### src/rtl/uart_rx.sv
// 8N1 UART receiver: two-flop input synchroniser, oversampling bit timer,
// start/data/stop framing FSM and a valid/ack byte handshake with
// framing-error and overrun reporting.
module uart_rx #(
  parameter int SYS_CLK_RATE = 32,
  parameter int BAUD_RATE    = 1,
  parameter int OVERSAMPLE   = 16
) (
  input  logic       clk,
  input  logic       rst,
  input  logic       rx,
  input  logic       rx_ack,
  output logic [7:0] rx_data,
  output logic       rx_valid,
  output logic       rx_busy,
  output logic       frame_err,
  output logic       overrun
);

  localparam int DIV = SYS_CLK_RATE / (BAUD_RATE * OVERSAMPLE);
  localparam int PW  = (DIV > 1) ? $clog2(DIV) : 1;
  localparam int TW  = $clog2(OVERSAMPLE);

  localparam logic [PW-1:0] PRESC_LAST = PW'(DIV - 1);
  localparam logic [TW-1:0] TICK_LAST  = TW'(OVERSAMPLE - 1);
  localparam logic [TW-1:0] TICK_MID   = TW'(OVERSAMPLE / 2 - 1);

  generate
    if ((DIV < 1) || (DIV * BAUD_RATE * OVERSAMPLE != SYS_CLK_RATE) ||
        (OVERSAMPLE < 4) || (OVERSAMPLE % 2 != 0)) begin : g_bad_params
      $error("uart_rx: clock rate must be an integer multiple of BAUD_RATE*OVERSAMPLE, OVERSAMPLE even and >= 4");
    end
  endgenerate

  typedef enum logic [2:0] {
    IDLE,
    START,
    DATA,
    STOP,
    BREAK
  } state_t;

  state_t state, state_next;

  logic          rx_p0, rxs;
  logic          vld_p0, vld_p1;
  logic          armed;
  logic [PW-1:0] presc;
  logic [TW-1:0] tick_cnt;
  logic [2:0]    bit_cnt;
  logic [7:0]    shift;

  logic tick, bit_end;
  logic start_go, sample_start, data_sample, good_stop, bad_stop;
  logic load, drop;

  // Stage p0 -> p1: two-flop synchroniser. vld_pN marks when rxs carries a
  // real line sample rather than the reset value, so a line already low
  // coming out of reset is not mistaken for a falling edge.
  always_ff @(posedge clk) begin
    if (!rst) begin
      rx_p0  <= 1'b1;
      rxs    <= 1'b1;
      vld_p0 <= 1'b0;
      vld_p1 <= 1'b0;
      armed  <= 1'b0;
    end else begin
      rx_p0  <= rx;
      rxs    <= rx_p0;
      vld_p0 <= 1'b1;
      vld_p1 <= vld_p0;
      if (vld_p1 && rxs) begin
        armed <= 1'b1;
      end
    end
  end

  // FSM state register; rx_busy is registered alongside the state.
  always_ff @(posedge clk) begin
    if (!rst) begin
      state   <= IDLE;
      rx_busy <= 1'b0;
    end else begin
      state   <= state_next;
      rx_busy <= (state_next != IDLE);
    end
  end

  // Next-state decode and the per-cycle sampling strobes.
  always_comb begin
    state_next   = state;
    start_go     = 1'b0;
    sample_start = 1'b0;
    data_sample  = 1'b0;
    good_stop    = 1'b0;
    bad_stop     = 1'b0;
    tick         = (state != IDLE) && (presc == PRESC_LAST);
    bit_end      = tick && (tick_cnt == TICK_LAST);
    case (state)
      IDLE: begin
        if (armed && !rxs) begin
          start_go   = 1'b1;
          state_next = START;
        end
      end
      START: begin
        if (tick && (tick_cnt == TICK_MID)) begin
          sample_start = 1'b1;
          state_next   = rxs ? IDLE : DATA;
        end
      end
      DATA: begin
        if (bit_end) begin
          data_sample = 1'b1;
          if (bit_cnt == 3'd7) begin
            state_next = STOP;
          end
        end
      end
      STOP: begin
        if (bit_end) begin
          if (rxs) begin
            good_stop  = 1'b1;
            state_next = IDLE;
          end else begin
            bad_stop   = 1'b1;
            state_next = BREAK;
          end
        end
      end
      BREAK: begin
        if (rxs) begin
          state_next = IDLE;
        end
      end
      default: state_next = IDLE;
    endcase
    load = good_stop && (!rx_valid || rx_ack);
    drop = good_stop && rx_valid && !rx_ack;
  end

  // Prescaler, tick-within-bit and bit counters; all restart on a new frame.
  always_ff @(posedge clk) begin
    if (!rst) begin
      presc    <= '0;
      tick_cnt <= '0;
      bit_cnt  <= '0;
    end else begin
      if (start_go || (state == IDLE)) begin
        presc <= '0;
      end else if (tick) begin
        presc <= '0;
      end else begin
        presc <= presc + 1'b1;
      end

      if (start_go || sample_start) begin
        tick_cnt <= '0;
      end else if (tick) begin
        tick_cnt <= (tick_cnt == TICK_LAST) ? '0 : tick_cnt + 1'b1;
      end

      if (start_go) begin
        bit_cnt <= '0;
      end else if (data_sample) begin
        bit_cnt <= bit_cnt + 1'b1;
      end
    end
  end

  // Data shift register: first received bit walks down to bit 0.
  always_ff @(posedge clk) begin
    if (data_sample) begin
      shift <= {rxs, shift[7:1]};
    end
  end

  // Host handshake and error flags.
  always_ff @(posedge clk) begin
    if (!rst) begin
      rx_data   <= 8'h00;
      rx_valid  <= 1'b0;
      overrun   <= 1'b0;
      frame_err <= 1'b0;
    end else begin
      frame_err <= bad_stop;
      if (load) begin
        rx_data  <= shift;
        rx_valid <= 1'b1;
      end else if (rx_ack) begin
        rx_valid <= 1'b0;
      end
      if (drop) begin
        overrun <= 1'b1;
      end else if (rx_ack && rx_valid) begin
        overrun <= 1'b0;
      end
    end
  end

endmodule

### config.mk
export PLATFORM = sky130hd
export DESIGN_NAME = uart_rx
export DESIGN_NICKNAME = d
export VERILOG_FILES = /design/src/rtl/uart_rx.sv
export SDC_FILE = /design/constraint.sdc
export NUM_CORES = 1
export LEC_CHECK = 0
export ABC_AREA = 1
export CAP_MARGIN = 10
export CORE_MARGIN = 2
export CORE_UTILIZATION = 40
export DETAILED_ROUTE_END_ITERATION = 10
export GPL_TIMING_DRIVEN = 0
export PLACE_DENSITY = 0.6
export SYNTH_ARGS = -nofsm -noshare
export SYNTH_HDL_FRONTEND = slang
export SYNTH_SLANG_ARGS = --single-unit
### constraint.sdc
create_clock -name clk -period 2 [get_ports clk]
set_input_delay 0.2 -clock clk [delete_from_list [all_inputs] [get_ports clk]]
set_output_delay 0.2 -clock clk [all_outputs]
set_load 0.005 [all_outputs]
==> results of run 1 <==
state kept, by name, indices dropped and copies added, names as in the netlist, 3 cells and up:
| name | flops |
|---|---|
| state | 3 |
| tick_cnt | 4 |
| rx_data | 8 |
| shift | 8 |
| bit_cnt | 3 |
worst max-delay path by stage:
| stage | startpoint | end | slack, ps |
|---|---|---|---|
| 4_1_cts | tick_cnt[1] | shift[2] | 370 |
| 3_5_place_dp | rst | tick_cnt[3] | 360 |
| 5_1_grt | tick_cnt[1] | shift[5] | 270 |
| 6_report | tick_cnt[1] | shift[5] | 390 |
| 2_1_floorplan | tick_cnt[1] | shift[0] | 580 |
| 3_3_place_gp | rst | tick_cnt[0] | 410 |
where the power goes:
group          internal [W]  switching (W)  total (W)
sequential         0.000745     0.00000381   0.000749
clock              0.000207       0.000223   0.000430
combinational     0.0000134      0.0000190  0.0000324
total              0.000965       0.000246    0.00121
layer usage:
| layer | track usage (%) | vias to the layer above |
|---|---|---|
| li1 | - | 528 |
| met1 | 14.9 | 447 |
| met2 | 21.4 | 17 |
| met3 | 4.82 | 6 |
| met4 | 10.6 | 0 |
| met5 | 0 | - |
metrics by stage:
| step | worst slack [ps] | total power, W | util, % | instance area (sq um) |
|---|---|---|---|---|
| global route | 266 | 0.00127 | 49.9 | 1680 |
| finish | 391 | 0.00121 | 49.9 | 1680 |
| floorplan | 582 | 0.000784 | - | 1400 |
| detailed placement | 363 | 0.000799 | 47.9 | 1610 |
| CTS | 369 | 0.00123 | 49.9 | 1680 |
| global placement | 409 | 0.000798 | 47.9 | 1610 |
logic make-up (layout without fill, tap and decap cells):
group                    Yosys count  in the layout  synth area share, %
AO/OA/AOI/OAI                     21             21                 8.21
adder cells (fa/ha/maj)            3              3                 2.68
XOR/XNOR                           2              2                 1.25
AND/OR/NAND/NOR                   74             74                 26.4
flip-flops                        36             36                 57.1
buffers and inverters             15             38                 4.37
critical path, cell delays in order (launching register included):
cell                      delay (ps)
sky130_fd_sc_hd__dfxtp_1         370
sky130_fd_sc_hd__ha_1            200
sky130_fd_sc_hd__nand2_2          90
sky130_fd_sc_hd__nor2_4          120
sky130_fd_sc_hd__inv_1            90
sky130_fd_sc_hd__nor2_4          160
sky130_fd_sc_hd__nand2_2         100
sky130_fd_sc_hd__inv_2           190
cell type report:
| type | instances | area [sq um] |
|---|---|---|
| plain buffers | 1 | 3.75 |
| clock buffers | 8 | 68.8 |
| fillers | 348 | 1680 |
| inverters | 14 | 57.6 |
| multi-input cells | 100 | 541 |
| flip-flops and latches | 36 | 801 |
| well taps | 46 | 57.6 |
| repair buffers | 15 | 150 |
placed cells by master, fill, tap and decap left out, drive strengths merged:
| cell type | synthesis | layout |
|---|---|---|
| clkbuf | 1 | 9 |
| nand2 | 25 | 25 |
| dfxtp | 28 | 28 |
| or2 | 2 | 2 |
| a21oi | 8 | 8 |
| xor2 | 2 | 2 |
| nor3 | 3 | 3 |
| and3 | 1 | 1 |
| inv | 13 | 13 |
| ha | 3 | 3 |
| clkinv | 1 | 1 |
| a211oi | 1 | 1 |
| o21ai | 11 | 11 |
| clkdlybuf4s50 | 0 | 15 |
| o21bai | 1 | 1 |
| edfxtp | 8 | 8 |
| nand3 | 5 | 5 |
| nand4 | 1 | 1 |
| nor2 | 37 | 37 |
==> metrics list, run 1 <==
- Library cell used as clock root buffer: sky130_fd_sc_hd__clkbuf_4
- WP data arrival: 1640 ps
- Counting along the longest clock path gives a buffer depth of 2.
- In the final layout, the share of cells above drive strength 1 is between 10% and 20%.
* Detailed placer's ending HPWL: approximately 1800 um
- Area of the die: around 4000 sq um
- Total nets after synthesis: 158
* Hold Vio Cnt, Final: 0
- For the final routed database, the setup TNS stands at 0 ps.
* Sequential cell area fraction in the yosys report: between 50 and 60%
- Mapped Avg Cell Area: approximately 9.3 sq um
* P per Cell Area: approximately 720 nW/um^2
* Worst Path Class, Setup: reg2reg
- Yosys instantiated no cell more often than sky130_fd_sc_hd__nor2_1.
- STA classifies the critical path endpoint as a flop.
* Number of buffers added on ports: 15
- Top area cells in the synthesized netlist: sky130_fd_sc_hd__dfxtp_1 (40%), sky130_fd_sc_hd__edfxtp_1 (17%), sky130_fd_sc_hd__nor2_1 (8.6%)
* Insertion delay to the later sink of the worst-skew pair: roughly 340 ps
- Routed vias: 998
* Clk sinks: 36
* Pin count of the biggest net entering global routing: 12
- Max-cap violations in this run came to 0.
- Of all cell types, the one taking the most synthesized area is sky130_fd_sc_hd__dfxtp_1.
- Worst Hold Margin: 423 ps
* Number of H-tree branching levels: 2
- Post-cts gate resize count: 0
- Reg-to-reg startpoint: tick_cnt[1]
- The share of synthesized area in the top cell type comes to ~40%.
- In the routed design, unresolved DRC markers number 0.
- Post-synth EDFFs: 8
- Synth-to-layout area growth: 19.7%
- In this run the top signal layer used is met4.
- The detailed router put a total of about 1100 um of wire on met1.
* Area of the mapped netlist: about 1400 sq um
- The clock arrives with roughly 12 ps of skew.
- The floorplan step set the die height to around 63 um.
* WL per Instance: 10.6 um
* Worst hold path endpoint: vld_p1
* Std cell rows: 21
- Cts hold-fix bufs: 0
- The worst path uses around four fifths of the clock period.
* Antenna diode instance count: 0
- Final net count: 180
* Endpoint of the lowest-slack register-to-register path: shift[5]
- Of all nets on the critical path, the largest fanout is 10.
- Timing would allow up to around 620 MHz.
- Prevailing post-synth register cell: sky130_fd_sc_hd__dfxtp_1
* Ratio of routed vias to standard cells: roughly 4.5
- Transition time at the pin with the least slew margin: roughly 440 ps
* Detailed-routed wire length on met2: around 1100 um
* Area of the core: 3360 sq um
- In this run the most critical hold path is launched from vld_p0.
- In this run the register-to-register setup slack is between 300 and 400 ps.
- The number of global-route vias before repair came to just under 1000.
- Once the floorplan was initialized, standard cells occupied roughly two fifths of the core.
- The worst setup path is launched from a flop.
- Clock tree from TritonCTS: built
- Worst R2R Path Depth: 7
- Total routing resource utilization after global routing: between 10% and 20%
- Iter 0 DRT Violations: 38
- Cells after synthesis: between 150 and 200
- The final max-slew violation count was 0.
- The congestion estimate from routability-driven global placement came to 0.830.
- For this run, the detailed router's first-pass iteration total came to 4.
- In this run, synthesis produced a sequential element count of 36.
- The detail route stage leaves a number of antenna-violating nets equal to 0.
- The routed design uses ~130 um of met3 wire.
* Buffers inserted during post-CTS setup optimization: 0
* Global-route wire length before repair: between 4000 and 5000 um
- Sum of routed wire length over all layers: between 2000 and 2500 um
- Cell count after placement: about 210
- The run finished with clean final reports.
- Number of setup violations in the final report: 0
- Final global-route overflow total: 0
* Total number of yosys warnings: 0
- For this run, asynchronously set or reset flops after synthesis account for 0%.
- Counting the buffers created by CTS gives 5.
- Leading post-synthesis cells by instance count: sky130_fd_sc_hd__nor2_1 (32), sky130_fd_sc_hd__dfxtp_1 (28), sky130_fd_sc_hd__nand2_1 (18)
* Number of primary I/O pins: 16
- After synthesis, the netlist uses 26 different library cells.
* Final non-filler cell total: 220
- Min-Delay Path Depth: 2
- At the worst endpoint, the required time is between 2000 and 2500 ps.
- Post-layout minimum cycle time: 1610 ps
* Worst vdd rail ir drop: ~0.40 mV
* Unrepaired setup endpoints after global routing: false
- Static Leak: roughly 0.65 nW
* Worst min path class: reg2reg
- Relative slew margins: 70.7%
* Die width: 63.2 um
- Clock slew seen by the registers of the worst setup and hold paths: roughly 100 ps
- Antenna violations before repair: 0
Note: power is estimated with default switching activity, not from simulation.
==> run 2, diff against run 1 <==
- PLACE_DENSITY: 0.6 -> 0.62
- clock period: 2 -> 1.45 ns (I/O delays scaled with it)
==> metrics list, run 2 (synthesis gave the netlist of run 1 again) <==
- Outcome: finished with violations
- Violated checks: setup timing
* Maximum fanout along the worst path: 6 (-4)
- The number of antenna repair diodes was 0 (unchanged).
* Antenna violations before repair: 0 (unchanged)
- The slowest stage of the critical path is the sky130_fd_sc_hd__dfxtp_2 cell.
* Synth-to-layout area growth: 24.4%
- Post-Route Skew: 11.5 ps (-0.450 ps)
- The area taken by flip-flops and latches came to 805 sq um (+0.47%).
- Die width: 63.2 um (unchanged)
* Clk sinks: 36 (unchanged)
* Sum of routed wire length over all layers: 2420 um (+3.5%)
* Smallest setup slack after layout: -7.00 ps (-398 ps)
* Final net count: 185 (+2.8%)
- The total via count after detailed routing is 1039 (+4.1%).
- Number of H-tree branching levels: 2 (unchanged)
* Leading registers by flop count: rx_data: 8 flops, shift: 8 flops, tick_cnt: 4 flops
- The global-route wire length before repair is 4240 um (+5.3%).
- The tree is rooted in a sky130_fd_sc_hd__clkbuf_4.
- The final period demand of the worst path came to 1460 ps (-152 ps).
- Worst vdd rail ir drop: 0.376 mV (-6.4%)
- By startpoint and endpoint, the worst setup path is classified as reg2reg.
* Post-place instance area: 1610 sq um (unchanged)
* Vertical die dimension: 63.2 um (unchanged)
- The final global-route overflow total is 0 (unchanged).
- # DRC: 0 (unchanged)
- Proportion of power drawn by flip-flops and latches: 61.3% (-0.5 points)
- Tcrit/Tclk final: 100% (+20 points)
- Total buffers and inverters traversed by the critical path: 2 (unchanged)
- The number of placed cells counting well taps is 212 (unchanged).
- Number of primary I/O pins: 16 (unchanged)
- Clock slew seen by the registers of the worst setup and hold paths: 110 ps (about the same)
- Transition time at the pin with the least slew margin: 443 ps (+3.67 ps)
- Number of buffers added on ports: 15 (unchanged)
* Net switching fraction of the power: 21.0% (+0.71 points)
- Unrepaired setup endpoints after global routing: true
- Leading cell type in the layout, fill and taps excluded: sky130_fd_sc_hd__nor2_1
- The worst setup path is captured at a flop.
- The utilization after layout came to 51.9% (+2.0 points).
* Slowest cell delay on critical path: 370 ps (about the same)
* Highest clock frequency the design can meet: 686 MHz (+10%)
- Multi-input logic area: 563 sq um (+4.2%)
- Proportion of power drawn by the clock network: 36.0% (+0.5 points)
- The internal power component was 0.00133 W (+38%).
* Number of maximum-capacitance constraint violations: 0 (unchanged)
- The number of rows in the core area came to 21 (unchanged).
* Clock Path Buffers: 2 (unchanged)
- WL per Instance: 10.8 um (+1.2%)
- The final max-slew violation count came to 0 (unchanged).
- Required time at the worst-slack endpoint: 1510 ps (-520 ps)
- Broken down by cell family, the worst path's largest delay share belongs to simple AND/OR/NAND/NOR gates.
- Final non-filler cell total: 225 (+2.3%)
- The number of clock buffers inserted by TritonCTS was 5 (unchanged).
- The final design area excluding fillers is 1750 sq um (+3.9%).
* Net load switching power: 0.000355 W (+44%)
* Detailed placer's ending HPWL: 1680 um (-4.6%)
- Number of fill cells: 339 (-2.6%)
- Critical path startpoint category: flop
- Remaining antenna violation count: 0 (unchanged)
- Pin count of the biggest net entering global routing: 12 (unchanged)
- Cell-by-cell trace of the critical path: ha_4 > nand2_4 > nor2_4 > inv_2 > nor2_4 > nand2_4 > clkinvlp_4
- The clock latency of the later-clocked register in the worst-skew pair was 340 ps (about the same).
* Static Leak: 0.702 nW (+7.8%)
- The weighted congestion at the end of routability-driven global placement was 0.848 (+2.2%).
- The global-route total usage across every layer was 14.3% (+0.66 points).
- The core outline area was 3360 sq um (unchanged).
- The total power divided by cell area was 967 nW/um^2 (+34%).
- Leaving out fill and tap cells, the most frequent cells in the layout are sky130_fd_sc_hd__nor2_1 (32), sky130_fd_sc_hd__dfxtp_1 (25), sky130_fd_sc_hd__nand2_1 (18), sky130_fd_sc_hd__clkdlybuf4s50_1 (15).
* Number of setup violations in the final report: 3 (+3)
* WP data arrival: 1520 ps (-120 ps)
* Via count of the first global-routing pass: 953 (-0.83%)
- In this run the worst hold path is classified as in2reg.
- The vias per cell came to 4.62 (+1.8%).
- Relative slew margins: 70.5% (-0.24 points)
- The final hold violation count came to 0 (unchanged).
- The relative contribution of combinational cells to total power came to 2.7% (about the same).
* Share of layout cells above drive strength 1: 21.8% (+5.1 points)
* Effective utilization at floorplan: 41.7% (unchanged)
- The length of the first detailed-routing pass in iterations came to 4 (unchanged).
- The number of violations reported at the end of detailed-routing iteration 0 was 37 (-2.6%).
- Clock tree from TritonCTS: built
- The total die area came to 4000 sq um (unchanged).
[run 2: path summary, 6_finish.rpt]
path                                  start        to  slack (ps)  cells past startpoint
worst max-delay path            tick_cnt[0]  shift[7]          -7                      7
worst min-delay path                     rx     rx_p0         380                      2
worst max register to register  tick_cnt[0]  shift[7]          -7                      7
worst min register to register       vld_p0    vld_p1         420                      2
[run 2: final cells by class]
type / count / area share [%]
Inverter: 14 / 3.44
Sequential cell: 36 / 46.1
Timing Repair Buffer: 19 / 10.3
Clock buffer: 8 / 3.94
Multi-Input combinational cell: 100 / 32.3
Tap cell: 46 / 3.30
Timing Repair inverter: 1 / 0.430
Buffer: 1 / 0.215
[run 2: through the flow]
step / hold WS (ps) / total power (W) / setup TNS, ps / worst slack [ps]
after detailed placement: 399 / 0.00110 / -1490 / -135
after global routing: 342 / 0.00177 / -985 / -75.5
after global placement: 396 / 0.00110 / -818 / -77.7
after CTS: 354 / 0.00171 / 0 / 3.05
after floorplan: 173 / 0.00108 / 0 / 32.3
final: 382 / 0.00169 / -20.8 / -7.00
[run 2: routing by layer]
metal,wire [um],part of all wire (%),global-route usage (%),vias up
met4,95,3.9,9.78,0
met5,0,0,0,-
li1,-,-,-,547
met3,115,4.7,6.43,12
met2,1080,45,21.5,27
met1,1130,47,16.1,453
[run 2: power groups by stage]
stage	Clock, W	Sequential (W)	Combinational [W]
2_1_floorplan	0	0.00105	0.0000269
3_3_place_gp	0	0.00106	0.0000441
3_5_place_dp	0	0.00106	0.0000452
4_1_cts	0.000635	0.00103	0.0000452
5_1_grt	0.000687	0.00103	0.0000517
6_report	0.000608	0.00103	0.0000457
[run 2: what timing repair did]
action,CTS,global route
setup endpoints to repair,14,22
hold buffers,0,0
endpoints found under the hold margin,0,0
resized for setup,5,11
pin swaps,1,4
buffers inserted,3,1
gates cloned,1,0
==> run 3, diff against run 2 <==
- ABC_AREA: 1 -> unset
- REMOVE_ABC_BUFFERS: unset -> 1
==> metrics list, run 3 <==
* Outcome: finished with violations
- The checks that failed: setup timing.
- Area of the core: 3340 sq um (-0.78%)
- Area share of the largest cell type after synthesis: 40.4% (+0.43 points)
- The weighted congestion at the end of routability-driven global placement is 0.696 (-18%).
- Static Leak: 0.651 nW (-7.3%)
- The post-synthesis area per instance is 11.1 sq um (+20%).
* Library cell used as clock root buffer: sky130_fd_sc_hd__clkbuf_4
- The number of cells on the critical path came to 5 (-2).
- The total power divided by cell area is 841 nW/um^2 (-13%).
- The count of placed standard cells in the final layout, fillers left out was 199 (-12%).
* Final total negative setup slack: -800 ps (-779 ps)
- The wire length per cell after detailed routing was 13.0 um (+21%).
* Worst Path Class, Setup: reg2reg
- Final Max Slew Viols: 0 (unchanged)
- Post-Route Skew: 4.52 ps (-6.95 ps)
- The length of the first detailed-routing pass in iterations came to 4 (unchanged).
- Total routing resource utilization after global routing: 14.8% (+0.49 points)
- The number of remaining DRC errors was 0 (unchanged).
- The maximum VDD drop is 0.550 mV (+46%).
* Clock Path Buffers: 2 (unchanged)
- Slowest cell delay on critical path: 520 ps (+150 ps)
- Global-route wire length before repair: 4400 um (+3.6%)
* Number of buffers added on ports: 15 (unchanged)
* Critical path's slowest cell: sky130_fd_sc_hd__or4_4
- Leaving out fill and tap cells, the most frequent cell in the layout is sky130_fd_sc_hd__nor2_1.
* Total number of yosys warnings: 0 (unchanged)
* Most common cell in the netlist: sky130_fd_sc_hd__dfxtp_1
* Critical path startpoint category: flop
- Leading post-synthesis cells by instance count: sky130_fd_sc_hd__dfxtp_1 (28), sky130_fd_sc_hd__nor2_1 (20), sky130_fd_sc_hd__mux2i_1 (12)
- Final net count: 159 (-14%)
* Flip-flop and latch count after synthesis: 36 (unchanged)
- The async set-or-reset flop fraction in the synthesized netlist is 0% (unchanged).
* Area of the mapped netlist: 1390 sq um (-1.1%)
- The worst path required time came to 1720 ps (+210 ps).
- The largest registers in the layout are rx_data: 8 flops, shift: 8 flops, tick_cnt: 4 flops.
* Maximum fanout along the worst path: 3 (-3)
* Endpoint of the lowest-slack register-to-register path: rx_busy
* Critical path endpoint: rx_busy
* TritonCTS Buffers: 5 (unchanged)
* Detailed placer's ending HPWL: 1590 um (-5.2%)
- Insertion delay to the later sink of the worst-skew pair: 330 ps (about the same)
- Vertical die dimension: 62.9 um (-0.51%)
* Post-layout power: 0.00156 W (-7.7%)
* Critical Path Sink Type: flop
- The global routing stage identified its most utilized layer as met2.
- Share of layout cells above drive strength 1: 32.0% (+10 points)
- The number of violations reported at the end of detailed-routing iteration 0 came to 25 (-32%).
- Proportion of power drawn by the clock network: 31.4% (-4.6 points)
* Antenna diode instance count: 0 (unchanged)
* Sum of routed wire length over all layers: 2590 um (+6.9%)
* CP delay by family, top: simple AND/OR/NAND/NOR gates
- The cell count of the worst reg-to-reg path was 5 (-2).
- The relative contribution of combinational cells to total power is 2.9% (+0.2 points).
- Smallest setup slack after layout: -124 ps (-117 ps)
- Cell-by-cell trace of the critical path: ha_4 > nand3_4 > or4_4 > a31o_4 > a31oi_4
- Via count of the first global-routing pass: 934 (-2.0%)
- Minimum setup slack among reg-to-reg paths: -120 ps (-120 ps)
- The internal power component was 0.00122 W (-8.7%).
* Synth-to-layout area growth: 33.5%
- Effective utilization at floorplan: 41.6% (-0.12 points)
- Net load switching power: 0.000341 W (-4.0%)
- Remaining antenna violation count: 0 (unchanged)
- The startpoint identified for the worst register-to-register timing path is tick_cnt[1].
- Transition time at the pin with the least slew margin: 321 ps (-122 ps)
- The area taken by multi-input logic gates was 657 sq um (+17%).
- Area of the die: 3960 sq um (-1.0%)
* Net switching fraction of the power: 21.9% (+0.84 points)
- The arrival time of the worst setup path was 1840 ps (+320 ps).
- Clock tree from TritonCTS: built
* Post-synth EDFFs: 8 (unchanged)
- Met3 Resource Use GR: 5.77% (-0.66 points)
- Antenna violations before repair: 0 (unchanged)
- Cells after synthesis: 125 (-17%)
- Tcrit/Tclk final: 109% (+8.1 points)
* Met2 layer usage reported by global route: 23.0% (+1.5 points)
- Highest clock frequency the design can meet: 635 MHz (-7.4%)
- Clk sinks: 36 (unchanged)
- The number of filler cells placed in the layout came to 303 (-11%).
- The maximum number of pins on one net before global-route repair came to 14 (+2).
* Hold Vio Cnt, Final: 0 (unchanged)
- In the synthesized netlist the dominant register cell turns out to be sky130_fd_sc_hd__dfxtp_1.
* Clock slew seen by the registers of the worst setup and hold paths: 100 ps (about the same)
* Worst Setup SP: tick_cnt[1]
- Library cell occupying the most area in the post-synthesis netlist: sky130_fd_sc_hd__dfxtp_1
- The area taken by flip-flops and latches was 828 sq um (+3.0%).
- Most frequent cells in the layout: sky130_fd_sc_hd__nor2_1 (20), sky130_fd_sc_hd__dfxtp_1 (18), sky130_fd_sc_hd__clkdlybuf4s50_1 (15), sky130_fd_sc_hd__mux2i_1 (12), sky130_fd_sc_hd__buf_4 (10)
* Top area cells in the synthesized netlist: sky130_fd_sc_hd__dfxtp_1 (40%), sky130_fd_sc_hd__edfxtp_1 (17%), sky130_fd_sc_hd__mux2i_1 (8.7%)
* Worst min path class: in2reg
* Routed vias: 985 (-5.2%)
* Number of primary I/O pins: 16 (unchanged)
- Count of cell types in the netlist: 34 (+31%)
* Die width: 62.9 um (-0.51%)
* Number of setup violations in the final report: 22 (+19)
- Std cell rows: 21 (unchanged)
* Relative slew margins: 78.5% (+8.1 points)
- Proportion of power drawn by flip-flops and latches: 65.7% (+4.4 points)
- The CTS H-tree depth is 2 (unchanged).
* Post-layout minimum cycle time: 1570 ps (+117 ps)
- Unrepaired setup endpoints after global routing: true
* Ratio of routed vias to standard cells: 4.95 (+7.2%)
* Sequential cell area fraction in the yosys report: 57.7% (+0.62 points)
- Final global-route overflow total: 0 (unchanged)
* Cell count after placement: 180 (-15%)
- Number of maximum-capacitance constraint violations: 0 (unchanged)
- The met1 layer usage reported by global route came to 17.6% (+1.5 points).
- Total buffers and inverters traversed by the critical path: 0 (-2)
run 3: cell count changes after synthesis, moves of 5 or more:
cell                      previous run  this run
sky130_fd_sc_hd__nand2_1            18         5
sky130_fd_sc_hd__mux2i_1             0        12
sky130_fd_sc_hd__nor2_1             32        20
sky130_fd_sc_hd__inv_1               9         3
sky130_fd_sc_hd__o21ai_0            10         4
sky130_fd_sc_hd__nand2_2             5         0
run 3: layout make-up:
class / count / share of cell area (%)
sequential: 36 / 44.7
multi-input combinational: 80 / 35.4
timing repair buffer: 26 / 12.8
tap: 46 / 3.11
clock buffer: 5 / 2.03
inverter: 3 / 1.22
clock inverter: 3 / 0.743
run 3: how the worst min path moves through the flow:
| stage | cells after the start | to | startpoint | slack, ps |
|---|---|---|---|---|
| after global placement | 1 | rxs | rx_p0 | 390 |
| after floorplan | 0 | vld_p0 | rst | 170 |
| after detailed placement | 1 | rxs | rx_p0 | 400 |
| after CTS | 2 | rx_p0 | rx | 370 |
| after global routing | 2 | rx_p0 | rx | 400 |
| final | 2 | rx_p0 | rx | 380 |
run 3: what timing repair did:
| action | 4_1_cts | 5_1_grt |
|---|---|---|
| cloned | 0 | 0 |
| buffers inserted | 9 | 2 |
| endpoints found under the setup margin | 28 | 28 |
| hold buffers | 0 | 0 |
| pin swaps | 8 | 1 |
| resized for setup | 32 | 10 |
run 3: kinds of logic after synthesis:
logic type,synth area share (%)
multiplexers,8.66
AND/OR/NAND/NOR,18.8
AO/OA/AOI/OAI,7.58
XOR/XNOR,1.89
buffers and inverters,2.70
flip-flops,57.7
adder cells (fa/ha/maj),2.71
run 3: power by group through the flow:
stage | clock (W) | combinational, W | sequential [W]
2_1_floorplan | 0 | 0.0000182 | 0.00106
3_3_place_gp | 0 | 0.0000343 | 0.00106
3_5_place_dp | 0 | 0.0000352 | 0.00106
4_1_cts | 0.000511 | 0.0000430 | 0.00103
5_1_grt | 0.000561 | 0.0000503 | 0.00103
6_report | 0.000489 | 0.0000450 | 0.00102
run 3: stage by stage:
stage	instance area, sq um	worst slack (ps)	util [%]	hold WS, ps
after detailed placement	1570	-618	47.0	401
after floorplan	1360	-427	-	173
after global routing	1850	-174	55.5	396
after CTS	1790	-157	53.8	365
after global placement	1570	-596	47.0	392
final	1850	-124	55.5	375
run 3: routing by layer:
layer	routed length, um	up-vias
met3	134	4
met4	51	0
met5	0	-
met1	1160	467
met2	1240	21
li1	-	493
